[src/rtl/wb_port_arbiter.sv]
// wb_port_arbiter: shares the register-file write port between writeback and a long-latency unit.
// Define WB_ARB_STARVE_EN to enable the starvation guard that requests pipeline bubbles.
module wb_port_arbiter #(
  parameter int DEPTH = 2,
  parameter int STARVE_LIMIT = 8,
  parameter int REG_DATA_WIDTH = 32
) (
  input  logic                      clk,
  input  logic                      rst,
  input  logic                      pipe_we,
  input  logic [4:0]                pipe_rd,
  input  logic [REG_DATA_WIDTH-1:0] pipe_data,
  input  logic                      ll_valid,
  output logic                      ll_ready,
  input  logic [4:0]                ll_rd,
  input  logic [REG_DATA_WIDTH-1:0] ll_data,
  output logic                      rf_we,
  output logic [4:0]                rf_waddr,
  output logic [REG_DATA_WIDTH-1:0] rf_wdata,
  output logic [$clog2(DEPTH):0]    pend_cnt,
  output logic                      stall_o
);
  localparam int AW = $clog2(DEPTH);
  logic [4:0]                rd_q   [DEPTH];
  logic [REG_DATA_WIDTH-1:0] data_q [DEPTH];
  logic [DEPTH-1:0]          live_q, live_d;
  logic [AW-1:0]             wptr_q, wptr_d, rptr_q, rptr_d;
  logic [AW:0]               cnt_q, cnt_d;
  logic pipe_eff, empty, accept, pop, bypass, push;
  assign pipe_eff = pipe_we && (pipe_rd != 5'd0);
  assign empty    = (cnt_q == '0);
  assign ll_ready = rst && (cnt_q < (AW+1)'(DEPTH));
  assign accept   = ll_valid && ll_ready;
  assign pop      = rst && !pipe_eff && !empty;
  assign bypass   = !pipe_eff && empty && accept;
  assign push     = accept && !bypass;
  assign pend_cnt = cnt_q;
  always_comb begin
    rf_waddr = pipe_rd;
    rf_wdata = pipe_data;
    rf_we    = pipe_eff;
    if (!pipe_eff && !empty) begin
      rf_waddr = rd_q[rptr_q];
      rf_wdata = data_q[rptr_q];
      rf_we    = live_q[rptr_q] && (rd_q[rptr_q] != 5'd0);
    end else if (bypass) begin
      rf_waddr = ll_rd;
      rf_wdata = ll_data;
      rf_we    = (ll_rd != 5'd0);
    end
    rf_we = rf_we && rst;
  end
  // A concurrent writeback is always younger, so it kills matching entries and the incoming result
  always_comb begin
    live_d = live_q;
    if (pipe_eff)
      for (int i = 0; i < DEPTH; i++)
        if (rd_q[i] == pipe_rd) live_d[i] = 1'b0;
    if (push) live_d[wptr_q] = !(pipe_eff && (ll_rd == pipe_rd));
    wptr_d = wptr_q + AW'(push);
    rptr_d = rptr_q + AW'(pop);
    cnt_d  = cnt_q + (AW+1)'(push) - (AW+1)'(pop);
  end
  always_ff @(posedge clk) begin
    if (!rst) begin
      live_q <= '0;
      wptr_q <= '0;
      rptr_q <= '0;
      cnt_q  <= '0;
    end else begin
      live_q <= live_d;
      wptr_q <= wptr_d;
      rptr_q <= rptr_d;
      cnt_q  <= cnt_d;
    end
  end
  always_ff @(posedge clk) begin
    if (push) begin
      rd_q[wptr_q]   <= ll_rd;
      data_q[wptr_q] <= ll_data;
    end
  end
`ifdef WB_ARB_STARVE_EN
  logic [7:0] starve_q, starve_d;
  logic       stall_q, stall_d;
  always_comb begin
    stall_d  = 1'b0;
    starve_d = 8'd0;
    if (!empty && !pop) begin
      if (starve_q == 8'(STARVE_LIMIT - 1)) stall_d = 1'b1;
      else starve_d = starve_q + 8'd1;
    end
  end
  always_ff @(posedge clk) begin
    if (!rst) begin
      starve_q <= 8'd0;
      stall_q  <= 1'b0;
    end else begin
      starve_q <= starve_d;
      stall_q  <= stall_d;
    end
  end
  assign stall_o = stall_q;
`else
  assign stall_o = 1'b0;
`endif
endmodule

[config.mk]
export PLATFORM = sky130hd
export DESIGN_NAME = wb_port_arbiter
export DESIGN_NICKNAME = d
export VERILOG_FILES = /design/src/rtl/wb_port_arbiter.sv
export SDC_FILE = /design/constraint.sdc
export NUM_CORES = 1
export LEC_CHECK = 0
export CAP_MARGIN = 25
export CORE_ASPECT_RATIO = 0.8
export CORE_MARGIN = 4
export CORE_UTILIZATION = 48
export DETAILED_ROUTE_END_ITERATION = 8
export PLACE_DENSITY = 0.81
export SETUP_SLACK_MARGIN = 0.4
export SLEW_MARGIN = 25
export SYNTH_ARGS = -nofsm -noshare
export SYNTH_HDL_FRONTEND = slang
export SYNTH_SLANG_ARGS = --single-unit
export TNS_END_PERCENT = 50
[constraint.sdc]
create_clock -name clk -period 3.3 [get_ports clk]
set_clock_uncertainty 0.05 [all_clocks]
set_input_delay 0.495 -clock clk [delete_from_list [all_inputs] [get_ports clk]]
set_output_delay 0.495 -clock clk [all_outputs]
set_load 0.03 [all_outputs]
== After elaboration in Yosys (flattened, before gate mapping) ==
Memories as Yosys holds them, arrays and structs flattened. A register that Yosys moved wholly into a read port is not among the register bits.
Cells that the tools add are included.
Storage, ports and cells
  memories: 2
  register bits: 6
  bits in writable memories: 74
Memories
  data_q: words 2, bits a word 32, read ports 1, clocked after memory_dff 1, wr ports 1, line 25  | logic [REG_DATA_WIDTH-1:0] data_q [DEPTH];
  rd_q: words 2, bits a word 5, read ports 3, clocked after memory_dff 1, wr ports 1, line 24  | logic [4:0] rd_q [DEPTH];
Operators by class
  $lt $le $gt $ge: 4
  add/sub/neg operators: 4
  equal/unequal tests: 3
  reductions and logical operators: 21
  multiplexer cells: 19
Operator list (count)
  $mux W32: 2
  $eq A5 B5 Y1: 3
  $reduce_bool A5 Y1: 3
  $logic_and A1 B1 Y1: 13
  $mux W1: 11
  $mux W5: 2
  $logic_not A1 Y1: 4
  $lt A1 B2 Y1 const B: 2
  $mux W2: 2
  $add A1 B1 Y1: 2
  $add A2 B1 Y2: 1
  $bwmux W2: 1
  $logic_not A2 Y1: 1
  $lt A2 B2 Y1 const B: 1
  $sub A2 B1 Y2: 1
  $demux W1 S1: 1
  $ge A1 B1 Y1 const B: 1

== Longest topological paths before layout ==
  depth after elaboration: 9
  gate-level depth with buffers: 10
  depth with buffers taken out: 9

== Worst setup path before layout ==
OpenSTA, ideal clock, no wires.
  kind: input port to flip-flop
  start: in pipe_rd[2]
  end: mem data_q[0][0], enable pin
  stages on the path: 4
  buffers on the path: 1
  path slack: 501 ps
  library setup time: 398 ps
  data required time: 2852 ps
  data arrival time: 2351 ps
  cells stage by stage: clkbuf_1 > nor3_1 > a211oi_1 > ha_1
On the way
  longest elaborated chain between the ends: 9
Ends and longest elaborated chain
  start, declared: line 11  | input logic [4:0] pipe_rd,
  $reduce_bool A5 Y1: line 30  | assign pipe_eff = pipe_we && (pipe_rd != 5'd0);
  $logic_and A1 B1 Y1: line 30
  $logic_not A1 Y1: line 35  | assign bypass = !pipe_eff && empty && accept;
  $logic_and A1 B1 Y1 (2 in series): line 35
  $logic_not A1 Y1: line 36  | assign push = accept && !bypass;
  $logic_and A1 B1 Y1: line 36
  $mux W1: line 78  | if (push) begin
  $mux W1 (implied by the code): line 80  | data_q[wptr_q] <= ll_data;
  end, declared: line 25
No other way between the ends.

== Worst setup path after layout ==
  start: in pipe_rd[1]
  end: out rf_wdata[17]
On the way
  longest elaborated chain between the ends: 7
  elaborated cells between the ends (all ways): 8
  classes of those cells: mux: 2; reduce/logical: 6
Ends and longest elaborated chain
  $reduce_bool A5 Y1 *: line 30
  $logic_and A1 B1 Y1 *: line 30
  $logic_not A1 Y1 *: line 35, 42
  $logic_and A1 B1 Y1 (2 in series): line 35
  $mux W32: line 46  | end else if (bypass) begin
  $mux W32 *: line 42  | if (!pipe_eff && !empty) begin
  end, declared: line 19  | output logic [REG_DATA_WIDTH-1:0] rf_wdata,
Mark *: on every way between the ends. The rest lies on a longest branch, timed or not.

==> results.json <==
{
  "outcome": "finished clean",
  "synth-edff-count": 74,
  "min_period_over_period": 0.862,
  "insertion_delay_ps": 340,
  "die_y_um": 90.9,
  "grt_usage": 0.215,
  "post-route-util": 0.715,
  "peakVddDrop_uv": 346,
  "core_um2": 8160,
  "worstPathArrival_ps": 2300,
  "root_buffer": "clkbuf_8",
  "netlist_instances": 282,
  "grt_pass1_wl_um": 17300,
  "critPathKind": "input pin to primary output",
  "crit_family": "buffers and inverters",
  "fill_cells": 561,
  "max_freq_mhz": 352,
  "syn_to_final_growth_pct": 41.4,
  "multi_input_area_um2": 1670,
  "wire_per_inst_um": 20.7,
  "cpMostUsedCell": "buf_12",
  "cp_cell_sequence": "clkdlybuf4s15_1 -> or4_4 -> o21a_4 -> a21oi_4 -> buf_12 -> buf_12 -> buf_16 -> a2bb2oi_2 -> buf_6",
  "vias": 3035,
  "nets": 493,
  "rsz0062_at_grt": "true",
  "cp_max_fo": 6,
  "ant_nets": 0,
  "cts_tree": "done",
  "finalPower_mw": 2.92,
  "hold_start": "live_q[1]$_SDFF_PN0_",
  "min_path_type": "register to register",
  "syn_area_um2": 4130,
  "relSlewSlack": 0.653,
  "syn_area_per_cell_um2": 14.6,
  "ctsLongestPathBuffers": 2,
  "path_clk_slew_ps": 80,
  "grt-ovfl-total": 0,
  "ys_ff_latch": 81,
  "start_util": 0.505,
  "yosysWarnings": 0,
  "slew_violations": 0,
  "slowest_delay_ps": 530,
  "tns_ps": 0,
  "ys_types": 39,
  "drtIter0Drc": 226,
  "leakage_nw": 2.02,
  "maxCapViolations": 0,
  "place.gp.congestion": 0.863,
  "required_ps": 2750,
  "ioPinCount": 120,
  "worst_pin_slew_ps": 520,
  "synth-seq-area-share": 0.572,
  "worst_slack_ps": 457,
  "regArea_um2": 2370,
  "dp_hpwl_um": 7040,
  "vias_per_cell": 5.77,
  "port_buffers": 118,
  "end_kind": "primary output",
  "rows": 29,
  "hold_buffers": 0,
  "cp-startpoint": "pipe_rd[1]",
  "drc": 0,
  "dieArea_um2": 10200,
  "critPathLaunchType": "input pin",
  "layout_common_cells": "clkdlybuf4s50_1 (75), edfxtp_1 (74), mux2_2 (37), o22ai_1 (37), buf_4 (34)",
  "cp_slowest_cell": "or4_4",
  "r2r_start": "pend_cnt[0]$_SDFF_PN0_",
  "drive_gt1_frac": 0.361,
  "p_per_area_nw_per_um2": 500,
  "dr.pass1.iters": 4,
  "chipWidth_um": 112,
  "cts_made_buffers": 9,
  "grt_max_degree": 38,
  "place_ws_ps": 237,
  "ys.flop_type": "edfxtp_1",
  "path_buf_inv": 5,
  "final_common_cell": "clkdlybuf4s50_1",
  "antenna_found_initial": 2,
  "synthArstFlopShare": 0,
  "setup_viol": 0,
  "cts.sinks": 81,
  "wl_um": 10900,
  "h-tree-depth": 3,
  "syn_nets": 364,
  "grt_pass1_vias": 3192,
  "hold_violations": 0,
  "period_needed_ps": 2840
}
[metal layers]
| metal | vias up | GRT usage | wire, um |
|---|---|---|---|
| met4 | 0 | 0.0507 | 117 |
| li1 | 1402 | - | - |
| met2 | 143 | 0.347 | 5050 |
| met3 | 12 | 0.0704 | 1040 |
| met5 | - | 0 | 0 |
| met1 | 1478 | 0.285 | 4700 |
[layout make-up]
cell class | count | share of cell area
Antenna cell | 2 | 0.000858
Clock buffer | 11 | 0.0225
Clock inverter | 5 | 0.00558
Inverter | 4 | 0.00257
Multi-Input combinational cell | 173 | 0.285
Sequential cell | 81 | 0.406
Tap cell | 108 | 0.0232
Timing Repair Buffer | 142 | 0.254
[through the flow]
step	cell area (um^2)	hold slack (ps)	cells
6_report	5830	441	526
4_1_cts	5810	441	523
5_1_grt	5830	467	525
3_3_place_gp	5430	429	500
3_5_place_dp	5430	429	500
2_1_floorplan	4130	409	282
[path summary, 6_finish.rpt]
path / end / slack (ps) / cells past startpoint
worst max register to register: pend_cnt[1]$_SDFF_PN0_ / 1220 / 10
worst min register to register: live_q[1]$_SDFF_PN0_ / 440 / 2
worst min-delay path: live_q[1]$_SDFF_PN0_ / 440 / 2
worst max-delay path: rf_wdata[17] / 460 / 9
[synth_stat cells (all sizes together) (2+ instances only)]
library cell	n	area (um^2)
a221oi	2	17.5
o22ai	37	231
xnor2	11	96.3
dfxtp	7	140
inv	3	11.3
clkbuf	13	48.8
o21ai	2	10.0
mux2	37	417
edfxtp	74	2220
or4	2	18.8
xor2	6	52.6
nor3	4	20.0
a2bb2oi	36	503
nand2	3	11.3
a21oi	4	31.3
nand3	3	15.0
o41ai	3	26.3
buf	11	81.3
ha	4	50.1
nor2	7	26.3
[cells by family (layout without fill, tap and decap cells)]
family | count (synthesis) | in the layout | share of synthesized area
and+or+nand+nor | 24 | 24 | 0.0300
other | 1 | 3 | 0.000909
adders and majority gates | 4 | 4 | 0.0121
buffers and inverters | 28 | 162 | 0.0352
AOI/OAI and AO/OA | 89 | 89 | 0.210
xor gates and xnor gates | 17 | 17 | 0.0361
DFF | 81 | 81 | 0.572
muxes | 38 | 38 | 0.103
[worst min-delay path, delay by kind of cell (launching register included)]
family          cells  cell delay, ps
compound gates      2             120
flops               1             320
[where the power goes]
part | internal [mW] | switching [mW] | total, mW | leakage, nW
registers | 1.17 | 0.0343 | 1.20 | 0.730
clock network | 0.271 | 0.351 | 0.623 | 0.0770
logic | 0.531 | 0.565 | 1.10 | 1.22
total | 1.97 | 0.950 | 2.92 | 2.02
[flip-flops by register name, summed over array words and instances (netlist names), named ones only]
signal and cells:
pend_cnt 2, rd_q 10, wptr_q 1, live_q 2
data_q 64, rptr_q 1
[timing repair]
item / 4_1_cts / 5_1_grt
pin swaps: 1 / 1
gates cloned: 3 / 0
gates resized for setup: 23 / 9
buffers inserted: 4 / 1
setup endpoints to repair: 38 / 36
(Power assumes the default switching activity.)
